===== src/rtl/ex_operand_stage_pkg.sv =====
// Shared types for the EX operand stage: ALU operation codes, operand
// source encodings and register-index constants.
package ex_operand_stage_pkg;

  localparam int ALU_SEL_W  = 4;
  localparam int REG_ADDR_W = 5;

  // ALU operation codes carried through the stage untouched.
  typedef enum logic [ALU_SEL_W-1:0] {
    ALU_ADD  = 4'd0,
    ALU_SUB  = 4'd1,
    ALU_SLL  = 4'd2,
    ALU_SLT  = 4'd3,
    ALU_SLTU = 4'd4,
    ALU_XOR  = 4'd5,
    ALU_SRL  = 4'd6,
    ALU_SRA  = 4'd7,
    ALU_OR   = 4'd8,
    ALU_AND  = 4'd9
  } alu_op_e;

  // Operand-A source select. Both upper encodings give zero.
  localparam logic [1:0] A_SEL_RS1      = 2'd0;
  localparam logic [1:0] A_SEL_PC       = 2'd1;
  localparam logic [1:0] A_SEL_ZERO     = 2'd2;
  localparam logic [1:0] A_SEL_ZERO_ALT = 2'd3;

  // Operand-B source select.
  localparam logic B_SEL_RS2 = 1'b0;
  localparam logic B_SEL_IMM = 1'b1;

  // Hard-wired zero register; never a forwarding target.
  localparam logic [REG_ADDR_W-1:0] REG_X0 = 5'd0;

endpackage


===== src/rtl/ex_operand_stage_fwd_mux.sv =====
// Operand forwarding selector: picks the MEM result, then the WB result,
// then the captured register-file value for one source register.
module fwd_mux
  import ex_operand_stage_pkg::*;
#(
  parameter int XLEN   = 32,
  parameter int FWD_EN = 1
) (
  input  logic [REG_ADDR_W-1:0] addr,
  input  logic [XLEN-1:0]       cap_data,
  input  logic                  mem_valid,
  input  logic [REG_ADDR_W-1:0] mem_rd,
  input  logic [XLEN-1:0]       mem_data,
  input  logic                  wb_valid,
  input  logic [REG_ADDR_W-1:0] wb_rd,
  input  logic [XLEN-1:0]       wb_data,
  output logic [XLEN-1:0]       data
);

  logic mem_hit;
  logic wb_hit;

  // x0 is excluded so a stray write to r0 downstream can never leak in.
  assign mem_hit = (FWD_EN != 0) && (addr != REG_X0) && mem_valid && (mem_rd == addr);
  assign wb_hit  = (FWD_EN != 0) && (addr != REG_X0) && wb_valid  && (wb_rd  == addr);

  // MEM is the younger producer, so it takes priority over WB.
  always_comb begin
    data = cap_data;
    if (mem_hit) begin
      data = mem_data;
    end else if (wb_hit) begin
      data = wb_data;
    end
  end

endmodule


===== src/rtl/ex_operand_stage.sv =====
// Single-entry operand stage between decode and the ALU. Holds one
// instruction, forwards in-flight results into its source operands and
// presents the selected ALU operands with a valid/ready handshake.
module ex_operand_stage
  import ex_operand_stage_pkg::*;
#(
  parameter int XLEN   = 32,
  parameter int FWD_EN = 1
) (
  input  logic                  clk,
  input  logic                  reset,
  input  logic                  in_valid,
  output logic                  in_ready,
  input  logic [XLEN-1:0]       in_pc,
  input  logic [XLEN-1:0]       in_rs1_data,
  input  logic [XLEN-1:0]       in_rs2_data,
  input  logic [XLEN-1:0]       in_imm,
  input  logic [REG_ADDR_W-1:0] in_rs1_addr,
  input  logic [REG_ADDR_W-1:0] in_rs2_addr,
  input  logic [REG_ADDR_W-1:0] in_rd_addr,
  input  logic [ALU_SEL_W-1:0]  in_alu_sel,
  input  logic [1:0]            in_a_sel,
  input  logic                  in_b_sel,
  input  logic                  flush,
  input  logic                  fwd_mem_valid,
  input  logic [REG_ADDR_W-1:0] fwd_mem_rd,
  input  logic [XLEN-1:0]       fwd_mem_data,
  input  logic                  fwd_wb_valid,
  input  logic [REG_ADDR_W-1:0] fwd_wb_rd,
  input  logic [XLEN-1:0]       fwd_wb_data,
  output logic                  out_valid,
  input  logic                  out_ready,
  output logic [XLEN-1:0]       a,
  output logic [XLEN-1:0]       b,
  output logic [ALU_SEL_W-1:0]  alu_sel,
  output logic [REG_ADDR_W-1:0] out_rd_addr
);

  logic                  valid_reg;
  logic                  valid_next;
  logic                  capture;
  logic [XLEN-1:0]       pc_reg;
  logic [XLEN-1:0]       imm_reg;
  logic [1:0]            a_sel_reg;
  logic                  b_sel_reg;
  logic [ALU_SEL_W-1:0]  alu_sel_reg;
  logic [REG_ADDR_W-1:0] rd_reg;

  // Index 0 is rs1, index 1 is rs2.
  logic [XLEN-1:0]       rs_data_reg [2];
  logic [REG_ADDR_W-1:0] rs_addr_reg [2];
  logic [XLEN-1:0]       rs_fwd      [2];
  logic [XLEN-1:0]       rs_in_fwd   [2];
  logic [XLEN-1:0]       in_rs_data  [2];
  logic [REG_ADDR_W-1:0] in_rs_addr  [2];

  assign in_rs_data[0] = in_rs1_data;
  assign in_rs_data[1] = in_rs2_data;
  assign in_rs_addr[0] = in_rs1_addr;
  assign in_rs_addr[1] = in_rs2_addr;

  assign in_ready = !valid_reg || out_ready;
  assign capture  = in_valid && in_ready && !flush;

  // Occupancy: flush beats a capture, a capture refills, a consume empties.
  always_comb begin
    valid_next = valid_reg;
    if (flush) begin
      valid_next = 1'b0;
    end else if (capture) begin
      valid_next = 1'b1;
    end else if (out_ready) begin
      valid_next = 1'b0;
    end
  end

  // Occupancy register.
  always_ff @(posedge clk or negedge reset) begin
    if (!reset) begin
      valid_reg <= 1'b0;
    end else begin
      valid_reg <= valid_next;
    end
  end

  // Non-operand fields only change on a capture; a flush leaves them as is.
  always_ff @(posedge clk or negedge reset) begin
    if (!reset) begin
      pc_reg      <= '0;
      imm_reg     <= '0;
      a_sel_reg   <= A_SEL_RS1;
      b_sel_reg   <= B_SEL_RS2;
      alu_sel_reg <= ALU_ADD;
      rd_reg      <= REG_X0;
    end else if (capture) begin
      pc_reg      <= in_pc;
      imm_reg     <= in_imm;
      a_sel_reg   <= in_a_sel;
      b_sel_reg   <= in_b_sel;
      alu_sel_reg <= in_alu_sel;
      rd_reg      <= in_rd_addr;
    end
  end

  // Per source operand: one selector looks at the held entry (drives the
  // outputs and the refresh), the other at the incoming instruction so a
  // producer retiring on the capture edge is not missed.
  generate
    for (genvar gi = 0; gi < 2; gi++) begin : g_rs
      fwd_mux #(.XLEN(XLEN), .FWD_EN(FWD_EN)) u_fwd_held (
        .addr      (rs_addr_reg[gi]),
        .cap_data  (rs_data_reg[gi]),
        .mem_valid (fwd_mem_valid),
        .mem_rd    (fwd_mem_rd),
        .mem_data  (fwd_mem_data),
        .wb_valid  (fwd_wb_valid),
        .wb_rd     (fwd_wb_rd),
        .wb_data   (fwd_wb_data),
        .data      (rs_fwd[gi])
      );

      fwd_mux #(.XLEN(XLEN), .FWD_EN(FWD_EN)) u_fwd_in (
        .addr      (in_rs_addr[gi]),
        .cap_data  (in_rs_data[gi]),
        .mem_valid (fwd_mem_valid),
        .mem_rd    (fwd_mem_rd),
        .mem_data  (fwd_mem_data),
        .wb_valid  (fwd_wb_valid),
        .wb_rd     (fwd_wb_rd),
        .wb_data   (fwd_wb_data),
        .data      (rs_in_fwd[gi])
      );

      // Load the forwarded incoming value on capture; while holding, write
      // back any forwarding hit so it outlives the producer.
      always_ff @(posedge clk or negedge reset) begin
        if (!reset) begin
          rs_data_reg[gi] <= '0;
          rs_addr_reg[gi] <= REG_X0;
        end else if (capture) begin
          rs_data_reg[gi] <= rs_in_fwd[gi];
          rs_addr_reg[gi] <= in_rs_addr[gi];
        end else if (valid_reg) begin
          rs_data_reg[gi] <= rs_fwd[gi];
        end
      end
    end
  endgenerate

  // Operand selection from the held entry and the live forwarding inputs.
  always_comb begin
    a = '0;
    case (a_sel_reg)
      A_SEL_RS1:      a = rs_fwd[0];
      A_SEL_PC:       a = pc_reg;
      A_SEL_ZERO:     a = '0;
      A_SEL_ZERO_ALT: a = '0;
      default:        a = '0;
    endcase
    b = (b_sel_reg == B_SEL_IMM) ? imm_reg : rs_fwd[1];
  end

  assign out_valid   = valid_reg;
  assign alu_sel     = alu_sel_reg;
  assign out_rd_addr = rd_reg;

endmodule

===== config.mk =====
export PLATFORM = sky130hd
export DESIGN_NAME = ex_operand_stage
export DESIGN_NICKNAME = d
export VERILOG_FILES = /design/src/rtl/ex_operand_stage_pkg.sv /design/src/rtl/ex_operand_stage_fwd_mux.sv /design/src/rtl/ex_operand_stage.sv
export SDC_FILE = /design/constraint.sdc
export NUM_CORES = 1
export LEC_CHECK = 0
export ABC_AREA = 1
export CAP_MARGIN = 10
export CELL_PAD_IN_SITES_DETAIL_PLACEMENT = 0
export CELL_PAD_IN_SITES_GLOBAL_PLACEMENT = 1
export CORE_MARGIN = 10
export CORE_UTILIZATION = 30
export DETAILED_ROUTE_END_ITERATION = 6
export PLACE_DENSITY_LB_ADDON = 0.1
export SYNTH_ARGS = -nofsm -noshare
export SYNTH_HDL_FRONTEND = slang
export SYNTH_HIERARCHICAL = 1
export SYNTH_SLANG_ARGS = --single-unit

===== constraint.sdc =====
create_clock -name clk -period 2.56 [get_ports clk]
set_clock_uncertainty 0.1 [all_clocks]
set_input_delay 0.768 -clock clk [delete_from_list [all_inputs] [get_ports clk]]
set_output_delay 0.768 -clock clk [all_outputs]
set_load 0.005 [all_outputs]

==> flow_summary.yaml <==
synthesis:
  ys_warn_count: 6
  yosys_most_used_dff: "dfrtp_1"
  synth_edf_count: 0
  synth.top_cells.by_area: "dfrtp_1, nand3_1, nand2_1"
  synth.largest_area_cell: "dfrtp_1"
  synth_cell_type_count: 25
  synth_top_area_share_pct: 28.7
  ys_seq_area_share_pct: 28.7
  async_flop_share_pct: 100
  synth_seq_cells: 151
  synth_fp_nets: 2397
  syn_area_per_cell_um2: 6.09
  syn_area_um2: 13200
  syn_inst: 2166
route:
  dr.max_layer_used: "met5"
  drt-total-wl_um: 68000
  wl_met1_um: 30400
  met2_length_um: 30800
  postRouteAntennaNets: 0
  avgViaCountPerCell: 4.89
  dr.pass1.iters: 5
  met3_length_um: 5400
  drtIter0Drc: 1251
  routedWlPerCell_um: 21.0
  num_vias: 15800
  drc: 0
global_routing:
  grt_pass1_wl_um: 102000
  grt_pass1_vias: 15900
  grt_max_degree: 65
  antenna_found_initial: 3
  grt.overflow.total: 0
  grt_usage_pct: 25.2
cts:
  clockBufferDepth: 2
  clockRootBuffer: "clkbuf_16"
  htree_levels: 4
  cts_hold_buf: 0
  clock_sinks: 151
  clk_latency_ns: 0.47
  clk_pin_slew_ns: 0.07
  cts_buffers: 17
  cts_tree: "done"
sta:
  max_freq_ghz: 0.299
  setup-violations-final: 65
  slew_viol_final: 0
  worst_slack_ns: -0.780
  hold_viol_final: 0
  tightest_slew_ns: 0.953
  slew_headroom_pct: 36.5
  fin_crit_sh_pct: 130
  tns_ns: -45.23
  fin_crit_ns: 3.34
  hold_slack_ns: 0.163
  rsz0062_at_grt: "true"
placement:
  dpl.hpwl_um: 47000
  gp_congestion: 0.859
  place_ws_ns: -1.54
  portBuffers: 305
  place_area_um2: 18100
floorplanning:
  die_area_um2: 52700
  die_x_um: 230
  num_io_pins: 306
  core_region_area_um2: 43300
  num_rows: 76
  start_util_pct: 30.5
  dieHeight_um: 230
cells_and_area:
  stdcell_area_um2: 21900
  diodes: 0
  areaGrowthSynthToFinish_pct: 65.9
  drive_gt1_share_pct: 31.5
  post-route-util_pct: 50.6
  largest_reg_flops: 64
  layout.nets: 2869
worst_setup_path:
  cp_data_arrival_time_ns: 2.47
  cp-start-kind: "primary input"
  cp-end-kind: "output pin"
  cp.required_ns: 1.69
  cp_max_fo: 6
  crit_type: "in2out"
power:
  p_leak_nw: 11.9
  power_density_nw_per_um2: 502
  peakVddDrop_uv: 489
outcome:
  violations: "setup timing"
  status: "finished with violations"
min_path:
  hp-class: "in2async"
flow_run:
  maxCapViolCount: 0
[per-layer routing]
metal,track usage (%),up-vias
met5,0,-
met4,6.41,6
met3,6.40,75
met2,39.2,608
met1,34.0,7532
li1,-,7605
[cells in the mapped netlist (4+ instances only)]
| master | count |
|---|---|
| buf_2 | 46 |
| buf_4 | 38 |
| buf_6 | 24 |
| clkbuf_1 | 32 |
| clkinv_1 | 4 |
| dfrtp_1 | 151 |
| inv_1 | 384 |
| inv_2 | 21 |
| mux2_2 | 32 |
| nand2_1 | 753 |
| nand2_2 | 14 |
| nand2_4 | 8 |
| nand3_1 | 566 |
| nand3_2 | 4 |
| nand3_4 | 4 |
| nand4_1 | 4 |
| nor2_1 | 4 |
| nor2_2 | 8 |
| nor2_4 | 9 |
| nor2_8 | 8 |
| o21ai_0 | 27 |
| o21ai_1 | 6 |
| or2_1 | 5 |
| xnor2_1 | 12 |
[kinds of logic (layout without fill, tap and decap cells)]
group | Yosys count | count (layout) | synth area share (%)
buffers and inverters | 551 | 1036 | 18.6
xor gates and xnor gates | 12 | 12 | 0.797
AOI/OAI and AO/OA | 33 | 33 | 1.25
DFF | 151 | 151 | 28.7
and+or+nand+nor | 1387 | 1387 | 48.0
muxes | 32 | 32 | 2.73
[layout by cell type, fill, tap and decap left out, types with 3 or more instances in the layout]
| cell type | netlist | routed |
|---|---|---|
| dfrtp_2 | 0 | 3 |
| mux2_2 | 32 | 4 |
| buf_4 | 38 | 153 |
| nand3_2 | 4 | 87 |
| nor2_4 | 9 | 10 |
| inv_4 | 0 | 12 |
| clkbuf_16 | 0 | 20 |
| nand4_1 | 4 | 4 |
| o21ai_1 | 6 | 4 |
| nand2_2 | 14 | 91 |
| nor2_1 | 4 | 3 |
| inv_2 | 21 | 46 |
| clkdlybuf4s50_1 | 0 | 227 |
| buf_16 | 0 | 11 |
| or2_1 | 5 | 5 |
| buf_2 | 46 | 36 |
| mux2_4 | 0 | 28 |
| nand3_1 | 566 | 474 |
| nor2_2 | 8 | 8 |
| nand2_1 | 753 | 591 |
| clkinv_4 | 0 | 3 |
| nand2_4 | 8 | 88 |
| nand3_4 | 4 | 13 |
| inv_1 | 384 | 346 |
| buf_8 | 0 | 10 |
| buf_12 | 0 | 80 |
| nand2_8 | 0 | 5 |
| nor2_8 | 8 | 8 |
| o21ai_2 | 0 | 23 |
| o21ai_4 | 0 | 5 |
| dfrtp_1 | 151 | 147 |
| clkinvlp_4 | 0 | 4 |
| buf_6 | 24 | 70 |
| inv_6 | 0 | 5 |
| xnor2_1 | 12 | 10 |
[report_power, final]
| group | switching (W) | internal, W | total, W |
|---|---|---|---|
| Combinational | 0.00272 | 0.00259 | 0.00531 |
| Sequential | 0.000250 | 0.00279 | 0.00304 |
| Clock | 0.00127 | 0.00136 | 0.00263 |
[worst max-delay path: stages]
cell,delay [ns]
buf_8,0.11
buf_6,0.11
inv_2,0.03
nand2_1,0.05
nand2_2,0.07
clkinv_2,0.06
nand2_4,0.08
nor2_8,0.04
buf_12,0.15
nand2_8,0.08
buf_12,0.11
buf_12,0.11
buf_12,0.13
nand2_4,0.05
nand3_2,0.05
nand2_2,0.06
mux2_4,0.27
buf_6,0.12
[layout make-up]
type / count / area [µm²]
Clock buffer: 18 / 429
Inverter: 409 / 1590
Tap cell: 585 / 732
Timing Repair Buffer: 595 / 6570
Clock inverter: 14 / 141
Sequential cell: 151 / 3790
Multi-Input combinational cell: 1464 / 8630
Fill cell: 4300 / 21400
[final timing paths]
path | endpoint | cells after the start | startpoint | slack, ns
setup / recovery | b[21] | 18 | fwd_wb_rd[1] | -0.78
min in group clk | imm_reg[26] | 2 | imm_reg[26] | 0.37
hold reg to reg | imm_reg[26] | 2 | imm_reg[26] | 0.37
setup reg to reg | rs_data_reg[23] | 22 | rs_addr_reg[3] | -0.17
max in group asynchronous | out_valid | 2 | reset | 1.50
hold / removal | imm_reg[3] | 1 | reset | 0.16
[repair_timing]
action,in CTS,in global routing
setup buffers,100,35
endpoints found under the setup margin,65,68
resized for setup,642,258
gates cloned,15,3
pin swaps,106,108
[stage by stage]
step,std cells,power [W]
after floorplan,2166,0.00496
after global placement,3093,0.00711
after detailed placement,3093,0.00712
after CTS,3239,0.0107
after global routing,3236,0.0116
final,3236,0.0110
Power figures use the tool's default switching activity.
==> edit 1 (same settings) <==
`XLEN` is set to 32 in 2 places; all go to 48.
--- a/src/rtl/ex_operand_stage_fwd_mux.sv
+++ b/src/rtl/ex_operand_stage_fwd_mux.sv
@@ -5,3 +5,3 @@
 #(
-  parameter int XLEN   = 32,
+  parameter int XLEN   = 48,
   parameter int FWD_EN = 1
--- a/src/rtl/ex_operand_stage.sv
+++ b/src/rtl/ex_operand_stage.sv
@@ -6,3 +6,3 @@
 #(
-  parameter int XLEN   = 32,
+  parameter int XLEN   = 48,
   parameter int FWD_EN = 1
Ports: changed (8 resized); port bits go from 306 to 434. No check against the original RTL was run, so the function may have changed too.
==> edit 1 against the unedited design <==
The run still ends with negative setup slack left; worst setup slack worse by 0.30 ns; sequential cell count grew 64; total power increased by 51%; final area rose by 37%; sequential share of layout area is 0.75 points higher; routed wire length increased by 49%; synthesized area increased by 39%; critical endpoint is now b[37].
==> edit 1: results (changes against the unedited design) <==
Cells and area
  • ClkCell Share: 3.89% (+1.3 points)
  • # diodes: 6 (+6)
  • Final Cell Area: 0.0299 sq mm (+37%)
  • Nets: 4075 (+42%)
  • Multi-input combinational area share: 37.9% (-1.6 points)
  • Non-filler instance count after layout: 4560 (+41%)

GRT
  • First-pass GRT wire length: 147000 microns (+44%)
  • Vias in the first global route: 23200 (+46%)
  • Largest net degree at the start of global routing: 98 (+51%)
  • GRT Total Usage: 26.9% (+1.7 points)
  • Initial antenna violation count: 7 (+4)

Setup path
  • Max stage delay cell, worst path: dfrtp_1
  • Reg2Reg Depth: 26 (+18%)
  • Critical Path AT: 2.78 ns (+0.31 ns)

Drt
  • Routed vias/inst: 5.08 (+3.9%)
  • DR WL/cell: 22.2 microns (+5.5%)
  • Met1 WL: 41800 microns (+37%)
  • DRT Pass-1 Iters: 6 (+1)
  • Met2 WL: 48800 microns (+58%)
  • Routed met3 length: 6800 microns (+26%)

Power and ir drop
  • Leakage: 16.3 nW (+37%)
  • Max VDD drop: 0.580 mV (+19%)

Place
  • Placed Cells: 4333 (+40%)
  • Dpl hpwl: 68300 microns (+45%)
  • Gpl congestion: 0.881 (+2.5%)

Yosys
  • #FFs+latches synth: 215 (+42%)
  • Netlist cell types: 23 (-8.0%)
  • Avg Inst Size Synth: 5.89 sq um (-3.2%)
  • Mapped Nets: 3435 (+43%)

Clocking
  • Worst skew pair latency: 0.60 ns (+0.13 ns)
  • CTS buffer count: 30 (+13)

Outcome
  • Failing checks: negative setup slack
  • Status: finished with violations

Floorplanning
  • Core ar.: 0.0604 sq mm (+40%)

Timing
  • Final setup violation count: 97 (+49%)
  • Final Worst Setup Slack: -1.08 ns (-0.304 ns)
  • Slew HR: 52.7% (+16 points)

Worst hold path
  • Worst hold path class: reg2reg
[edit 1: cell types whose count changed after synthesis, sizes merged, moves of 16 or more]
cell and delta:
buf +73, dfrtp +64, inv +176, mux2 +16
nand2 +320, nand3 +272, o21ai +16
[edit 1: cells by family after synthesis]
logic type             after synthesis  share of synthesized area [%]
AO/OA/AOI/OAI                       49                           1.34
XOR/XNOR                            12                          0.574
buffers and inverters              805                           19.0
flip-flops                         215                           29.4
multiplexers                        48                           2.95
AND/OR/NAND/NOR                   1979                           46.7
[edit 1: final timing paths]
| kind | start | end | slack, ns |
|---|---|---|---|
| max reg2reg | rs_addr_reg[0] | rs_data_reg[2] | -0.99 |
| min reg2reg | imm_reg[28] | imm_reg[28] | 0.37 |
| min | imm_reg[28] | imm_reg[28] | 0.37 |
| min in group asynchronous | reset | imm_reg[35] | 0.58 |
| max in group asynchronous | reset | rs_data_reg[50] | 1.04 |
| max | rs_addr_reg[3] | b[37] | -1.08 |
[edit 1: worst max-delay path, delay by kind of cell (launching register included)]
family	cells	cell delay (ns)
flip-flops	1	0.41
multiplexers	1	0.18
AND/OR/NAND/NOR	8	0.77
buffers and inverters	6	0.80
[edit 1: metal layers]
layer | vias to the layer above | track usage (%)
li1 | 10900 | -
met1 | 11300 | 33.8
met2 | 865 | 45.4
met3 | 165 | 4.71
met4 | 4 | 9.86
met5 | - | 0
[edit 1: timing repair]
item	4_1_cts	5_1_grt
endpoints found under the hold margin	1	0
setup endpoints to repair	97	102
gates cloned	16	7
hold buffers	1	0
pin swaps	125	169
gates resized for setup	774	363
buffers inserted	119	58
[edit 1: where the power goes]
group	internal [W]	total [W]	leakage [nW]	switching (W)
clock network	0.00318	0.00503	0.558	0.00185
logic	0.00342	0.00719	13.1	0.00378
registers	0.00399	0.00434	2.68	0.000353
total	0.0106	0.0166	16.3	0.00598
==> edit 2 (same flow settings) <==
Without the edit above. Reset style: synchronous (`reset`), changed in 3 clocked blocks.
--- a/src/rtl/ex_operand_stage.sv
+++ b/src/rtl/ex_operand_stage.sv
@@ -77,3 +77,3 @@
   // Occupancy register.
-  always_ff @(posedge clk or negedge reset) begin
+  always_ff @(posedge clk) begin
     if (!reset) begin
@@ -86,3 +86,3 @@
   // Non-operand fields only change on a capture; a flush leaves them as is.
-  always_ff @(posedge clk or negedge reset) begin
+  always_ff @(posedge clk) begin
     if (!reset) begin
@@ -135,3 +135,3 @@
       // back any forwarding hit so it outlives the producer.
-      always_ff @(posedge clk or negedge reset) begin
+      always_ff @(posedge clk) begin
         if (!reset) begin
Function: differs if reset is asserted again (counterexample within 4 cycles, from zero or initial values and one cycle with reset low); with reset held inactive, the same outputs for 4 cycles.
==> edit 2 against the unedited design <==
The run still ends with negative setup slack left; worst setup slack worse by 0.015 ns; count of clock-buffer cells in the layout is the same; non-clock buffer count is 52 lower; final area is 11% lower; synthesized area is 6.7% lower; die area decreased by 6.1%; utilization decreased by 2.6 points; routed wire length fell by 12%; via count decreased by 9.9%; sequential cell count stayed put.
Power is not compared: it rests on default switching activity, and its combinational part moved more than twofold at a synthesized area within 25%.
==> edit 2: results (changes against the unedited design) <==
Timing
  • Actual slew at the worst max-slew pin: 0.735 ns (-0.218 ns)
  • Final Worst Setup Slack: -0.795 ns (-0.0151 ns)
  • Final setup violation count: 67 (+3.1%)

Yosys
  • Commonest cells in the netlist: 734 x nand2_1, 364 x nand3_1, 330 x inv_1
  • Netlist cell types: 27 (+8.0%)
  • Synth async-reset ratio: 0% (-100 points)
  • Largest cells by area after synthesis: nand2_1 22%, edfxtp_1 18%, nand3_1 15%
  • Post-synth top flop: dfxtp_1
  • Post-synthesis sequential area ratio: 30.6% (+1.9 points)

Place
  • Area after DPL: 0.0168 sq mm (-7.0%)
  • Gpl congestion: 0.930 (+8.2%)

Drt
  • Met2 WL: 29800 microns (-3.5%)
  • Routed met3 length: 3000 microns (-45%)
  • Highest Signal Layer: met4
  • DR WL/cell: 20.5 microns (-2.6%)
  • Met1 WL: 26100 microns (-14%)
  • Routed vias/inst: 4.86 (-0.64%)

GRT
  • Vias in the first global route: 14300 (-10%)
  • GRT Total Usage: 23.1% (-2.0 points)
  • Initial antenna violation count: 1 (-2)
  • Largest net degree at the start of global routing: 121 (+86%)

Cells and area
  • Share of cells above drive strength 1: 30.0% (-1.5 points)
  • Nets: 2618 (-8.7%)
  • FILL cells: 4205 (-2.2%)

Outcome
  • Status: finished with violations
  • Failing checks: negative setup slack

Clocking
  • Worst skew pair latency: 0.45 ns (-0.02 ns)

Setup path
  • Crit path max fanout: 5 (-1)

Worst hold path
  • Worst hold path class: reg2reg
edit 2: changes by cell type in the layout (fill, tap and decap cells not counted), sizes merged, moves of 2 or more:
cell	delta
nand3	-202
dfrtp	-151
dfxtp	+77
edfxtp	+74
nand4	+64
buf	-58
inv	-52
nand2	-20
nor2	+11
clkdlybuf4s15	+4
clkinvlp	-4
clkinv	+3
or2	+2
edit 2: worst min-delay path: stages (launching register included):
cell	delay, ns
dfxtp_1	0.31
nand3_1	0.07
nand2_1	0.05
edit 2: metal layers:
layer  track usage (%)  up-vias
met1              29.0     6808
met3              4.15       55
met5                 0        -
li1                  -     6950
met2              40.3      439
met4              5.12        0
edit 2: path summary, 6_finish.rpt:
kind	from	to	slack, ns	cells after the start
max reg2reg	rs_addr_reg[1][2]	rs_data_reg[1][29]	-0.75	23
min reg2reg	imm_reg[20]	imm_reg[20]	0.37	2
max	fwd_wb_rd[0]	b[11]	-0.80	15
min	imm_reg[20]	imm_reg[20]	0.37	2
edit 2: final cells by class:
type	instances	area share (%)
Inverter	355	6.94
Sequential cell	151	19.3
Clock inverter	14	0.564
Multi-Input combinational cell	1319	38.4
Antenna cell	1	0.0128
Timing Repair Buffer	543	29.1
Tap cell	532	3.41
Clock buffer	18	2.31
edit 2: cells by family (layout without fill, tap and decap cells):
| family | Yosys count | count (layout) | share of synthesized area [%] |
|---|---|---|---|
| XOR/XNOR | 12 | 12 | 0.854 |
| other | 0 | 1 | 0 |
| flip-flops | 151 | 151 | 30.6 |
| multiplexers | 32 | 32 | 2.93 |
| buffers and inverters | 482 | 930 | 18.0 |
| AO/OA/AOI/OAI | 33 | 33 | 1.36 |
| AND/OR/NAND/NOR | 1242 | 1242 | 46.3 |
edit 2: power by group through the flow:
stage	logic (W)	clock network, W	registers, W
floorplan	0.000969	0	0.00280
CTS	0.00245	0.00261	0.00276
global route	0.00280	0.00268	0.00277
finish	0.00260	0.00253	0.00276
detailed placement	0.00222	0	0.00281
global placement	0.00222	0	0.00280
edit 2: per-stage QoR:
stage                     setup slack [ns]  TNS [ns]  std cells  util, %
after CTS                           -0.780    -44.11       2922     45.7
final                               -0.795    -41.34       2933     48.0
after detailed placement             -1.48   -124.72       2818     41.3
after floorplan                    -0.0502     -1.19       1952        -
after global placement               -1.51   -123.09       2818     41.3
after global routing                -0.862    -49.17       2933     48.0
edit 2: timing repair:
action / 4_1_cts / 5_1_grt
setup buffers: 61 / 10
gates cloned: 14 / 5
gates resized for setup: 513 / 213
pin swaps: 55 / 95
setup endpoints to repair: 74 / 67
